`src/rtl/frog_game_pkg.sv`:
```
// rtl/frog_game_pkg.sv - game constants and state encoding shared by mover, referee and renderer
package frog_game_pkg;

  localparam int COORD_W      = 12;
  localparam int DEF_D_WIDTH  = 640;
  localparam int DEF_D_HEIGHT = 480;
  localparam int DEF_GOAL_Y   = 24;

  typedef logic [COORD_W-1:0] coord_t;

  typedef enum logic [1:0] {
    ST_PLAY      = 2'd0,
    ST_DYING     = 2'd1,
    ST_GAME_OVER = 2'd2,
    ST_UNUSED    = 2'd3
  } game_state_t;

  // A zero-width obstacle is a parked slot and never collides.
  function automatic logic box_enabled(input coord_t x1, input coord_t x2);
    return x1 != x2;
  endfunction

endpackage

```
`src/rtl/frog_referee_if.sv`:
```
// rtl/frog_referee_if.sv - frame inputs and referee outputs between mover, referee and renderer
interface frog_referee_if #(
  parameter int N_OBS = 4
);
  import frog_game_pkg::*;

  logic                     i_ani_stb;
  logic                     i_animate;
  coord_t                   i_frog_x1;
  coord_t                   i_frog_x2;
  coord_t                   i_frog_y1;
  coord_t                   i_frog_y2;
  logic [COORD_W*N_OBS-1:0] i_obs_x1;
  logic [COORD_W*N_OBS-1:0] i_obs_x2;
  logic [COORD_W*N_OBS-1:0] i_obs_y1;
  logic [COORD_W*N_OBS-1:0] i_obs_y2;
  logic                     o_respawn;
  logic                     o_hit;
  logic                     o_goal;
  logic [2:0]               o_lives;
  logic [7:0]               o_score;
  logic [1:0]               o_state;
  logic                     o_game_over;

  modport master (
    output i_ani_stb, i_animate,
    output i_frog_x1, i_frog_x2, i_frog_y1, i_frog_y2,
    output i_obs_x1, i_obs_x2, i_obs_y1, i_obs_y2,
    input  o_respawn, o_hit, o_goal, o_lives, o_score, o_state, o_game_over
  );

  modport slave (
    input  i_ani_stb, i_animate,
    input  i_frog_x1, i_frog_x2, i_frog_y1, i_frog_y2,
    input  i_obs_x1, i_obs_x2, i_obs_y1, i_obs_y2,
    output o_respawn, o_hit, o_goal, o_lives, o_score, o_state, o_game_over
  );

endinterface

```
`src/rtl/frog_referee_box_overlap.sv`:
```
// rtl/frog_referee_box_overlap.sv - strict-inequality overlap of the frog box against one obstacle box
module box_overlap
  import frog_game_pkg::*;
(
  input  coord_t fx1,
  input  coord_t fx2,
  input  coord_t fy1,
  input  coord_t fy2,
  input  coord_t ox1,
  input  coord_t ox2,
  input  coord_t oy1,
  input  coord_t oy2,
  output logic   overlap
);

  // Strict compares so boxes that merely share an edge do not collide.
  always_comb begin
    overlap = box_enabled(ox1, ox2)
              && (fx1 < ox2) && (fx2 > ox1)
              && (fy1 < oy2) && (fy2 > oy1);
  end

endmodule

```
`src/rtl/frog_referee.sv`:
```
// rtl/frog_referee.sv - per-frame collision/goal referee with lives, score and play/dying/game-over sequencing
module frog_referee
  import frog_game_pkg::*;
#(
  parameter int N_OBS        = 4,
  parameter int START_LIVES  = 3,
  parameter int DEATH_FRAMES = 30,
  parameter int GOAL_Y       = DEF_GOAL_Y,
  parameter int D_WIDTH      = DEF_D_WIDTH,
  parameter int D_HEIGHT     = DEF_D_HEIGHT
) (
  input  logic           i_clk,
  input  logic           i_rst,
  frog_referee_if.slave  bus
);

  localparam coord_t     WIDTH_C    = coord_t'(D_WIDTH);
  localparam coord_t     HEIGHT_C   = coord_t'(D_HEIGHT);
  localparam coord_t     GOAL_C     = coord_t'(GOAL_Y);
  localparam logic [5:0] LAST_DYING = 6'(DEATH_FRAMES - 1);
  localparam logic [2:0] LIVES_INIT = 3'(START_LIVES);

  game_state_t state_q, state_d;
  logic [2:0]  lives_q, lives_d;
  logic [7:0]  score_q, score_d;
  logic [5:0]  cnt_q, cnt_d;
  logic        respawn_q, respawn_d;
  logic        hit_q, hit_d;
  logic        goal_q, goal_d;

  logic [N_OBS-1:0] ovl;
  logic             tick;
  logic             out_of_bounds;
  logic             hit_now;
  logic             goal_now;

  for (genvar k = 0; k < N_OBS; k++) begin : g_obs
    box_overlap u_box (
      .fx1     (bus.i_frog_x1),
      .fx2     (bus.i_frog_x2),
      .fy1     (bus.i_frog_y1),
      .fy2     (bus.i_frog_y2),
      .ox1     (bus.i_obs_x1[COORD_W*k +: COORD_W]),
      .ox2     (bus.i_obs_x2[COORD_W*k +: COORD_W]),
      .oy1     (bus.i_obs_y1[COORD_W*k +: COORD_W]),
      .oy2     (bus.i_obs_y2[COORD_W*k +: COORD_W]),
      .overlap (ovl[k])
    );
  end

  // A hop left of x=0 wraps x1 to a huge value, so the first term also covers the left edge.
  assign out_of_bounds = (bus.i_frog_x1 >= WIDTH_C)
                      || (bus.i_frog_x2 >  WIDTH_C)
                      || (bus.i_frog_y2 >  HEIGHT_C);

  assign tick     = bus.i_animate && bus.i_ani_stb;
  assign hit_now  = (|ovl) || out_of_bounds;
  // The frog still sits on the goal row until the mover sees respawn, so one goal scores once.
  assign goal_now = (bus.i_frog_y1 <= GOAL_C) && !respawn_q;

  always_ff @(posedge i_clk) begin
    if (i_rst) begin
      state_q   <= ST_PLAY;
      lives_q   <= LIVES_INIT;
      score_q   <= 8'd0;
      cnt_q     <= 6'd0;
      respawn_q <= 1'b0;
      hit_q     <= 1'b0;
      goal_q    <= 1'b0;
    end else begin
      state_q   <= state_d;
      lives_q   <= lives_d;
      score_q   <= score_d;
      cnt_q     <= cnt_d;
      respawn_q <= respawn_d;
      hit_q     <= hit_d;
      goal_q    <= goal_d;
    end
  end

  always_comb begin
    state_d   = state_q;
    lives_d   = lives_q;
    score_d   = score_q;
    cnt_d     = cnt_q;
    respawn_d = respawn_q;
    hit_d     = 1'b0;
    goal_d    = 1'b0;

    // An open window closes on the first tick the mover sees it; a new start below overrides.
    if (tick && respawn_q) begin
      respawn_d = 1'b0;
    end

    case (state_q)
      ST_PLAY: begin
        if (tick) begin
          if (hit_now) begin
            hit_d     = 1'b1;
            respawn_d = 1'b1;
            cnt_d     = 6'd0;
            lives_d   = (lives_q == 3'd0) ? 3'd0 : lives_q - 3'd1;
            state_d   = (lives_q <= 3'd1) ? ST_GAME_OVER : ST_DYING;
          end else if (goal_now) begin
            goal_d    = 1'b1;
            respawn_d = 1'b1;
            if (score_q != 8'hFF) begin
              score_d = score_q + 8'd1;
            end
          end
        end
      end
      ST_DYING: begin
        if (tick) begin
          if (cnt_q == LAST_DYING) begin
            state_d = ST_PLAY;
          end else begin
            cnt_d = cnt_q + 6'd1;
          end
        end
      end
      ST_GAME_OVER: begin
      end
      default: begin
        state_d = ST_PLAY;
      end
    endcase
  end

  assign bus.o_respawn   = respawn_q;
  assign bus.o_hit       = hit_q;
  assign bus.o_goal      = goal_q;
  assign bus.o_lives     = lives_q;
  assign bus.o_score     = score_q;
  assign bus.o_state     = state_q;
  assign bus.o_game_over = (state_q == ST_GAME_OVER);

endmodule

```
`src/flat_wrapper.sv`:
```
// flat-port wrapper written by rule: the top's interface ports become plain ports
module frog_referee_flat import frog_game_pkg::*;
#(
  parameter int N_OBS        = 4,
  parameter int START_LIVES  = 3,
  parameter int DEATH_FRAMES = 30,
  parameter int GOAL_Y       = DEF_GOAL_Y,
  parameter int D_WIDTH      = DEF_D_WIDTH,
  parameter int D_HEIGHT     = DEF_D_HEIGHT
)
  (i_clk, i_rst, bus_i_ani_stb, bus_i_animate, bus_i_frog_x1, bus_i_frog_x2, bus_i_frog_y1, bus_i_frog_y2, bus_i_obs_x1, bus_i_obs_x2, bus_i_obs_y1, bus_i_obs_y2, bus_o_respawn, bus_o_hit, bus_o_goal, bus_o_lives, bus_o_score, bus_o_state, bus_o_game_over);
  frog_referee_if #(.N_OBS(N_OBS)) bus_i ();
  input  logic i_clk;
  input  logic i_rst;
  input wire logic [$bits(bus_i.i_ani_stb)-1:0] bus_i_ani_stb;
  input wire logic [$bits(bus_i.i_animate)-1:0] bus_i_animate;
  input wire logic [$bits(bus_i.i_frog_x1)-1:0] bus_i_frog_x1;
  input wire logic [$bits(bus_i.i_frog_x2)-1:0] bus_i_frog_x2;
  input wire logic [$bits(bus_i.i_frog_y1)-1:0] bus_i_frog_y1;
  input wire logic [$bits(bus_i.i_frog_y2)-1:0] bus_i_frog_y2;
  input wire logic [$bits(bus_i.i_obs_x1)-1:0] bus_i_obs_x1;
  input wire logic [$bits(bus_i.i_obs_x2)-1:0] bus_i_obs_x2;
  input wire logic [$bits(bus_i.i_obs_y1)-1:0] bus_i_obs_y1;
  input wire logic [$bits(bus_i.i_obs_y2)-1:0] bus_i_obs_y2;
  output wire logic [$bits(bus_i.o_respawn)-1:0] bus_o_respawn;
  output wire logic [$bits(bus_i.o_hit)-1:0] bus_o_hit;
  output wire logic [$bits(bus_i.o_goal)-1:0] bus_o_goal;
  output wire logic [$bits(bus_i.o_lives)-1:0] bus_o_lives;
  output wire logic [$bits(bus_i.o_score)-1:0] bus_o_score;
  output wire logic [$bits(bus_i.o_state)-1:0] bus_o_state;
  output wire logic [$bits(bus_i.o_game_over)-1:0] bus_o_game_over;
  assign bus_i.i_ani_stb = bus_i_ani_stb;
  assign bus_i.i_animate = bus_i_animate;
  assign bus_i.i_frog_x1 = bus_i_frog_x1;
  assign bus_i.i_frog_x2 = bus_i_frog_x2;
  assign bus_i.i_frog_y1 = bus_i_frog_y1;
  assign bus_i.i_frog_y2 = bus_i_frog_y2;
  assign bus_i.i_obs_x1 = bus_i_obs_x1;
  assign bus_i.i_obs_x2 = bus_i_obs_x2;
  assign bus_i.i_obs_y1 = bus_i_obs_y1;
  assign bus_i.i_obs_y2 = bus_i_obs_y2;
  assign bus_o_respawn = bus_i.o_respawn;
  assign bus_o_hit = bus_i.o_hit;
  assign bus_o_goal = bus_i.o_goal;
  assign bus_o_lives = bus_i.o_lives;
  assign bus_o_score = bus_i.o_score;
  assign bus_o_state = bus_i.o_state;
  assign bus_o_game_over = bus_i.o_game_over;
  frog_referee #(.N_OBS(N_OBS), .START_LIVES(START_LIVES), .DEATH_FRAMES(DEATH_FRAMES), .GOAL_Y(GOAL_Y), .D_WIDTH(D_WIDTH), .D_HEIGHT(D_HEIGHT)) u_core (.i_clk(i_clk), .i_rst(i_rst), .bus(bus_i));
endmodule
```
`config.mk`:
```
export PLATFORM = sky130hd
export DESIGN_NAME = frog_referee_flat
export DESIGN_NICKNAME = d
export VERILOG_FILES = /design/src/rtl/frog_game_pkg.sv /design/src/rtl/frog_referee_if.sv /design/src/rtl/frog_referee_box_overlap.sv /design/src/rtl/frog_referee.sv /design/src/flat_wrapper.sv
export SDC_FILE = /design/constraint.sdc
export NUM_CORES = 1
export LEC_CHECK = 0
export BUFFER_PORTS_ARGS = -buffer_cell sky130_fd_sc_hd__buf_2
export CORE_MARGIN = 5
export CORE_UTILIZATION = 35
export CTS_CLUSTER_DIAMETER = 80
export CTS_CLUSTER_SIZE = 24
export DETAILED_ROUTE_END_ITERATION = 10
export SETUP_SLACK_MARGIN = 0.5
export SYNTH_ARGS = -nofsm -noshare
export SYNTH_HDL_FRONTEND = slang
export SYNTH_SLANG_ARGS = --single-unit
```
`constraint.sdc`:
```
create_clock -name i_clk -period 3 [get_ports i_clk]
set_input_delay 0 -clock i_clk [delete_from_list [all_inputs] [get_ports i_clk]]
set_output_delay 0 -clock i_clk [all_outputs]
set_load 0.01 [all_outputs]
```
; ---- After elaboration in Yosys (flattened, before gate mapping)
; Index checks and enable logic that the tools add are counted.
; W data, S select, Z words.
[op_classes]
n_eq_ne = 13
n_addsub = 3
n_div = 0
n_mux = 19
reduce_logical = 33
multipliers = 0
shifts = 0
bitwise = 4
magnitude_cmp = 21
[op_table]
columns = op, count
row1 = $gt A12 B12 Y1, 8
row2 = $lt A12 B12 Y1, 8
row3 = $ne A12 B12 Y1, 4
row4 = $mux W6, 4
row5 = $logic_and A1 B1 Y1, 19
row6 = $reduce_and A5 Y1, 3
row7 = $ge A12 B10 Y1 const B, 1
row8 = $gt A12 B10 Y1 const B, 1
row9 = $gt A12 B9 Y1 const B, 1
row10 = $le A12 B5 Y1 const B, 1
row11 = $pmux W6 S2, 1
row12 = $mux W2, 5
row13 = $add A8 B1 Y8 const B, 1
row14 = $ne A2 B1 Y1 const B, 4
row15 = $ne A8 B8 Y1 const B, 1
row16 = $reduce_or A4 Y1, 2
row17 = $mux W1, 7
row18 = $add A6 B1 Y6 const B, 1
row19 = $eq A6 B5 Y1 const B, 1
row20 = $pmux W2 S3, 1
row21 = $not A1 Y1, 4
row22 = $le A3 B1 Y1 const B, 1
row23 = $logic_not A3 Y1, 1
row24 = $logic_or A1 B1 Y1, 3
row25 = 10 further kinds, 10
[word_totals]
latchBits = 0
register_bits = 22
mem_bits_rw = 0
n_memories = 0
wordCells = 100
out_inout_bits = 17
romBits = 0

; ---- Logic depth before layout (Yosys ltp)
; Gate-level depths: netlist of the first run.
[logic_depth]
word_depth = 10
ltp_mapped = 12
depth_no_buf = 11

; ---- Cells and area by module
; Synthesis of the first run repeated with hierarchy kept, for this count alone.
[unflattened]
cells_unflattened = 835
hier_area_um2 = 6306.0
[modules_own_cells]
columns = mod, area_per_inst_um2, cells_each, seq_area_each_um2, instances
row1 = box_overlap, 1271.2, 171, 0.0, 4
row2 = frog_referee, 1221.2, 151, 440.4, 1

; ---- Worst setup path after synthesis of the first run
; OpenSTA, ideal clock, no wires.
[synth_path]
kind = input port to flip-flop
startpoint = input bus_i_obs_y1[25]
endpoint = register u_core.score_q[2] (netlist: u_core.bus.o_score[2])
t_arrival_ns = 2.338
path_slack_ns = 0.591
required_ns = 2.929
cell_stages = 11
cell_sequence = inv_1 ha_1 nor2b_4 o211ai_2 a211oi_1 a2111oi_2 nor4_1 a2111o_1 or3_4 or3_1 a21oi_1
[synth_between]
elab_chain_len = 6
[synth_rtl]
columns = item, line_no
row1 = "start, declared", flat_wrapper.sv:23  ; input wire logic [$bits(bus_i.i_obs_y1)-1:0] bus_i_obs_y1;
row2 = $gt A12 B12 Y1, frog_referee_box_overlap.sv:20  ; && (fy1 < oy2) && (fy2 > oy1);
row3 = $logic_and A1 B1 Y1, frog_referee_box_overlap.sv:20
row4 = $reduce_or A4 Y1, frog_referee.sv:57  ; assign hit_now = (|ovl) || out_of_bounds;
row5 = $logic_or A1 B1 Y1, frog_referee.sv:57
row6 = $not A1 Y1 (no source line), -
row7 = $reduce_and A5 Y1 (no source line), -
row8 = "end signal, assigned", frog_referee.sv:73  ; score_q <= score_d;
row9 = "end, declared", frog_referee.sv:25  ; logic [7:0] score_q, score_d;
; Every way passes these cells.
; A chain may end at the register's enable or synchronous reset.

; ---- Worst setup path in the final report of the first run
[layout_path]
startpoint = input bus_i_frog_y1[9]
endpoint = register u_core.lives_q[0] (netlist: u_core.bus.o_lives[0])
[layout_between]
elab_chain_len = 6
[layout_rtl]
columns = item, line_no
row1 = "start, declared", flat_wrapper.sv:19  ; input wire logic [$bits(bus_i.i_frog_y1)-1:0] bus_i_frog_y1;
row2 = $lt A12 B12 Y1, frog_referee_box_overlap.sv:20
row3 = $logic_and A1 B1 Y1 (2 in series), frog_referee_box_overlap.sv:20
row4 = $reduce_or A4 Y1 *, frog_referee.sv:57
row5 = $logic_or A1 B1 Y1 *, frog_referee.sv:57
row6 = $reduce_and A3 Y1 (no source line) *, -
row7 = "end signal, assigned", frog_referee.sv:72  ; lives_q <= lives_d;
row8 = "end, declared", frog_referee.sv:24  ; logic [2:0] lives_q, lives_d;
; Every way passes the cells marked *; elsewhere a longest branch is shown, timed or not.

==> run metrics, run 1 <==
Worst setup SP type primary input; first-pass GRT wire length 34.5 mm; fmax 0.408 GHz; pre-CTS WS 0.101 ns; Post-Synth XOR/XNOR Area 0.0722; largest net degree at the start of global routing 24; Clock Tree Buf Depth 2; final setup violation count 0; worst skew pair latency 0.25 ns; vias per inst 5.14; critical path required time around 3.1 ns; post-synthesis adder-cell area fraction 0.375; Flop pwr share 0.194; share of the synthesized area in the top cell type 0.375; clock skew 0.00233 ns; total grt overflow 0; Core Util, Final 0.472; Ys Warns 0; CTS Hold Bufs 0; ys async rst share 0; setup TNS 0 ns; EDFF count, synth 0; CTS tree done; Routability Congestion 0.923; vias in the first global route 6,798; # rows 49; Die Ht 144 um; Power, Total 0.00157 W; post-synth top area cell ha_1; input/output buffers 260; Max stage delay on crit path 0.35 ns; drt drc 0; Post-Synth Simple-Gate Area 0.192; H-tree Lvls 1; initial core utilization 0.354; DP Area 0.00793 mm^2; CP top delay family compound AO/OA/AOI/OAI gates; Slew Viols, Final 0; status finished clean; switching pwr 0.000648 W; combinational power share 0.630; CTS root buf clkbuf_16; register area share after synthesis 0.0698; peak supply drop around 0.25 mV; total global routing track utilization 0.208; post-route minimum period between 2 and 2.5 ns; Compound-Gate Fraction of Synth Area 0.175; RSZ-0062 raised after global routing true; core area 0.0178 mm^2; Setup CP Type primary input to flop; slowest CP cell a221o_1; Mapped Cells roughly 850; synth unique cells 55; post-synthesis mux area share 0.00159; syn_area_per_cell 7.44 um^2; fin area approximately 0.0084 mm^2; HPWL after DPL 20.2 mm; Initial DRC Count 270; main combinational cell family by area after synthesis adder cells; Pre-antenna DRT Iters 5; WP buf/inv 2; final WL 23.0 mm; critical path, cell by cell buf_2, ha_1, a211oi_1, nor2_1, a31oi_1, o211ai_1, nor4_1, a2111o_1, buf_4, or2_4, nand2_2, a221o_1; worst-path fanout max 6; Power Internal ~0.0009 W; Final ANT Viol Nets 0; syn nets 1,281; via count between 6,000 and 7,000; Fin. Hold Viols 0; Synth area leaders ha_1 37%, inv_1 11%, dfxtp_1 7.0%; CTS Buf Count 3; io pins 261; maxcap violations 0; sw frac 0.413; Syn-to-layout area delta 33.5%; Hold Path Class primary input to flop; period utilisation layout 0.817; CTS clk-pin slew, worst paths 0.06 ns; Least-Margin Pin Slew 0.529 ns; Routed WL per cell between 15 and 20 um; Synth Cell Area around 0.0063 mm^2; Critical Path End Type flop; nets@finish 1,552; initial antenna violation count 4; fraction of layout cells with a size suffix above 1 0.296; die area 0.0208 mm^2; Sinks on Clock Net 22; Slew HR 0.645; final worst slack 0.548 ns; die width 144 um; Leak 4.63 nW; Worst EP arrival 2.59 ns; Power Density roughly 190 mW/mm^2; FF+latch count, synth 22; predominant post-synthesis flop cell dfxtp_1; clock share of power 0.176
-- placed cells by master, fill, tap and decap left out, types with 3 or more instances in the layout --
cell and n:
nor3_1 17, nor2_1 40, nor4_2 6, a41oi_1 3, nand3_1 27, or3_1 5, buf_2 255, nor2b_1 8
nor4_1 25, diode_2 3, nand4_1 36, dfxtp_1 22, inv_1 183, inv_2 3, o21ai_0 27, buf_4 15
a211o_1 4, ha_1 173, nand2_1 31, xor2_1 48, a21oi_2 3, a31oi_1 5, nor3_2 6, nand2b_1 5
a211oi_1 21, a21o_1 14, o211ai_1 7, ha_4 16, o31ai_1 3, clkbuf_16 3, xnor2_1 4, a21oi_1 49
o22ai_1 3
-- power by group through the flow --
stage / Combinational, W / Sequential, W / Clock [W]
after global placement: 0.000905 / 0.000311 / 0
after floorplan: 0.000506 / 0.000309 / 0
after CTS: 0.000930 / 0.000304 / 0.000283
after detailed placement: 0.000911 / 0.000311 / 0
after global routing: 0.00112 / 0.000306 / 0.000294
final: 0.000988 / 0.000305 / 0.000276
-- per-stage QoR --
stage               instances  hold WS, ns
floorplan                 848        0.182
CTS                      1342       0.0919
global route             1349        0.114
finish                   1349       0.0980
global placement         1339        0.346
detailed placement       1339        0.351
-- registers in the layout, indices dropped and copies added, names as in the netlist, named ones only --
register            count
u_core.bus.o_state      2
u_core.bus.o_score      8
u_core.bus.o_goal       1
u_core.cnt_q            6
u_core.bus.o_lives      3
u_core.bus.o_hit        1
-- timing repair --
item,CTS,global route
pin swaps,2,26
hold endpoints to repair,0,0
setup buffers,0,4
resized for setup,6,57
gates cloned,0,0
endpoints found under the setup margin,17,19
-- area by class of cell --
| class | instances | area [um^2] |
|---|---|---|
| flip-flops and latches | 22 | 440 |
| repair buffers | 271 | 1400 |
| multi-input cells | 635 | 5510 |
| well taps | 229 | 287 |
| diodes | 3 | 7.51 |
| fillers | 1822 | 9420 |
| clock buffers | 3 | 75.1 |
| inverters | 186 | 698 |
-- cells in the mapped netlist (3+ instances only) --
master	number
ha_1	189
a21o_1	14
a41oi_1	3
or3_1	6
nor2b_1	8
a31oi_1	5
nand3_1	27
nand2b_1	5
o211ai_1	7
a21oi_1	53
nor3_1	23
inv_1	186
nor4_1	30
nand2_1	31
o22ai_1	3
a211oi_1	23
a211o_1	4
nor2_1	41
o31ai_1	4
dfxtp_1	22
nand4_1	36
clkbuf_1	4
o21ai_0	29
xor2_1	48
xnor2_1	4
a2111oi_0	4
-- final timing paths --
path | slack, ns | end | cells past startpoint | from
setup / recovery | 0.55 | u_core.bus.o_lives[0] | 12 | bus_i_frog_y1[9]
hold / removal | 0.1 | u_core.bus.o_state[1] | 3 | bus_i_ani_stb
setup reg to reg | 0.62 | u_core.bus.o_score[2] | 5 | u_core.bus.o_state[0]
hold reg to reg | 0.52 | u_core.cnt_q[0] | 2 | u_core.cnt_q[0]
-- cells by family (layout without fill, tap and decap cells) --
family,Yosys count,count (layout)
flip-flops,22,22
AND/OR/NAND/NOR,226,226
XOR/XNOR,52,52
buffers and inverters,191,460
multiplexers,1,1
other,0,3
adder cells (fa/ha/maj),189,189
AO/OA/AOI/OAI,167,167
-- worst min-delay path: stages --
cell and delay [ns]:
buf_2 0.08, a41oi_1 0.08, nor3_1 0.13
-- metal layers --
metal	GRT usage	part of all wire	wire length [um]	up-vias
met5	0	0.00048	11	-
met4	0.0290	0.011	259	2
met3	0.0294	0.082	1880	21
met2	0.356	0.45	10400	239
met1	0.284	0.45	10400	3092
li1	-	-	-	3586
Note: power is estimated with default switching activity, not from simulation.
==> run 2: changes to the inputs <==
ABC_AREA = 1   (was unset)
clock period = 2.28 ns   (was 3 ns; I/O delays follow)
==> run 2 against run 1 <==
Clock power increased by 80%; synthesized area grew 13%; power up 52%; die area is 12% higher; register-to-register slack worse by 0.10 ns; sequential power grew 34%; clock skew shrank 0.0010 ns; setup slack got worse by 0.028 ns; count of clock-buffer cells in the layout unchanged; largest cell class unchanged.
==> run metrics, run 2 <==
reg2reg path depth 9 (+4); switching pwr 0.00101 W (+56%); worst-path fanout max 5 (-1); Flop pwr share 0.171 (-0.023); fraction of layout cells with a size suffix above 1 0.272 (-0.0245); ys async rst share 0 (unchanged); CTS Hold Bufs 0 (unchanged); fmax 0.568 GHz; Most Crowded Layer GR met2; post-route minimum period 1.76 ns; status finished clean; worst skew pair latency 0.26 ns (about the same); io pins 261 (unchanged); H-tree Lvls 1 (unchanged); Power, Total 0.00239 W (+52%); RSZ-0062 raised after global routing true; CTS tree done; CTS Buf Count 3 (unchanged); nets@finish 1,887 (+22%); via count 7,985 (+15%); grt met1 use 0.274 (-0.0103); setup TNS 0 ns (unchanged); post-synth top area cell ha_1; predominant post-synthesis flop cell dfxtp_1; Sinks on Clock Net 22 (unchanged); commonest cells after routing, fill and taps aside 313 x nand2_1, 275 x inv_1, 248 x buf_2; Slew Viols, Final 0 (unchanged); FF+latch count, synth 22 (unchanged); Reg2Reg Launch Point u_core.bus.o_state[1]; largest net degree at the start of global routing 14 (-42%); Initial DRC Count 302 (+12%); core area 0.0201 mm^2 (+13%); sw frac 0.423 (+0.00949); top cells by count, synth 325 x nand2_1, 278 x inv_1, 189 x ha_1; final WL 25.1 mm (+9.5%); synth unique cells 39 (-29%); reg2reg end u_core.bus.o_score[7]; Final ANT Viol Nets 0 (unchanged); Ys Warns 0 (unchanged); total grt overflow 0 (unchanged); critical path required time 2.44 ns (-0.70 ns); Fin. Hold Viols 0 (unchanged); Mapped Cells 1,182 (+39%); top-count cell post-synth nand2_1; Critical Path End Type flop; die width 153 um (+5.8%); CP Capture Point u_core.bus.o_score[7]; initial core utilization 0.354 (+0.000643); register area share after synthesis 0.0618 (-0.00797); Core Util, Final 0.475 (+0.00307); vias in the first global route 7,800 (+15%); Worst setup SP type flop; clock skew 0.00130 ns (-0.00104 ns); Least-Margin Pin Slew 0.460 ns (-0.0694 ns); Slew HR 0.693 (+0.0479); Leak 5.64 nW (+22%); vias per inst 4.63 (-10%); Worst EP arrival 1.92 ns (-0.67 ns); commonest non-fill, non-tap cell in the layout nand2_1; period utilisation layout 0.772; Routability Congestion 0.884 (-4.2%); die area 0.0233 mm^2 (+12%); syn nets 1,615 (+26%); Synth Cell Area 0.00712 mm^2 (+13%); final setup violation count 0 (unchanged); # rows 52 (+6.1%); hold depth 2 (-1); Synth area leaders ha_1 33%, nand2_1 17%, inv_1 15%; syn_area_per_cell 6.03 um^2 (-19%); CTS root buf clkbuf_16; GRT met3 Usage 0.0332 (+0.00380); first-pass GRT wire length 39.1 mm (+13%); GR Layer Usage met2 0.352 (-0.00376); Hold Path Class primary input to flop; Routed WL per cell 14.6 um (-14%); Reg2Reg Setup Slack 0.52 ns (-0.10 ns); HPWL after DPL 22.1 mm (+9.4%); initial antenna violation count 1 (-3); filler instances 2,162 (+19%); EDFF count, synth 0 (unchanged); drt drc 0 (unchanged); total global routing track utilization 0.204 (-0.00309); Power Internal 0.00138 W (+50%); combinational power share 0.622 (-0.008); Setup CP Type flop to flop; Power Density 250 mW/mm^2 (+34%); share of the synthesized area in the top cell type 0.332 (-0.0428); clock share of power 0.208 (+0.032); Pre-antenna DRT Iters 5 (unchanged); Syn-to-layout area delta 34.1%; launch point of the worst path u_core.bus.o_state[1]; max reg flops 8 (unchanged); CTS clk-pin slew, worst paths 0.06 ns (about the same); Clock Tree Buf Depth 2 (unchanged); maxcap violations 0 (unchanged); peak supply drop 0.330 mV (+33%); Die Ht 153 um (+5.8%); input/output buffers 260 (unchanged)
run 2: area by class of cell:
class,instances,area [um^2],share of cell area
Clock inverter,1,30.0,0.00314
Clock buffer,3,75.1,0.00786
Antenna cell,1,2.50,0.000262
Sequential cell,22,443,0.0464
Tap cell,270,338,0.0354
Multi-Input combinational cell,877,6170,0.646
Timing Repair Buffer,269,1430,0.150
Inverter,281,1050,0.110
run 2: kinds of logic (layout without fill, tap and decap cells):
| logic type | count (synthesis) | count (layout) | share of synthesized area |
|---|---|---|---|
| xor gates and xnor gates | 22 | 22 | 0.0271 |
| buffers and inverters | 283 | 554 | 0.149 |
| adders and majority gates | 189 | 189 | 0.332 |
| other | 0 | 1 | 0 |
| and+or+nand+nor | 543 | 543 | 0.330 |
| AOI/OAI and AO/OA | 123 | 123 | 0.100 |
| DFF | 22 | 22 | 0.0618 |
run 2: stage by stage:
step	worst slack (ns)	instances	area, um^2	hold WS, ns
CTS	0.504	1720	9000	0.0481
finish	0.520	1724	9550	0.0494
global placement	0.146	1714	8780	0.323
floorplan	0.651	1182	7120	0.222
detailed placement	0.0976	1714	8780	0.322
global route	0.395	1723	9550	0.0618
run 2: how the worst min path moves through the flow:
stage | to | startpoint
after detailed placement | u_core.cnt_q[3] | i_rst
final | u_core.cnt_q[3] | i_rst
after global placement | u_core.cnt_q[0] | i_rst
after global routing | u_core.cnt_q[3] | i_rst
after CTS | u_core.cnt_q[3] | i_rst
after floorplan | u_core.bus.o_goal | bus_i_frog_y1[5]
run 2: layer usage:
layer | vias up | part of all wire | routed length [um]
met5 | - | 0.00028 | 7
met4 | 2 | 0.017 | 418
met3 | 34 | 0.054 | 1370
met2 | 230 | 0.46 | 11600
met1 | 3455 | 0.47 | 11700
li1 | 4264 | - | -
run 2: timing repair:
action	4_1_cts	5_1_grt
endpoints found under the setup margin	14	22
buffers inserted	2	3
resized for setup	20	106
pin swaps	11	25
run 2: critical path: stages (launching register included):
cell and delay (ns):
dfxtp_2 0.35, nor2_4 0.12, inv_2 0.05, nor2_4 0.11
nand4_1 0.16, or2_4 0.33, nor3_4 0.29, nand4_1 0.13
nand2_1 0.08, nor2_1 0.04
run 2: power groups by stage:
stage	clock network, W	logic [W]	registers, W
after floorplan	0	0.000783	0.000417
after global placement	0	0.00132	0.000416
after detailed placement	0	0.00134	0.000415
after CTS	0.000506	0.00137	0.000407
after global routing	0.000522	0.00172	0.000409
final	0.000496	0.00149	0.000408
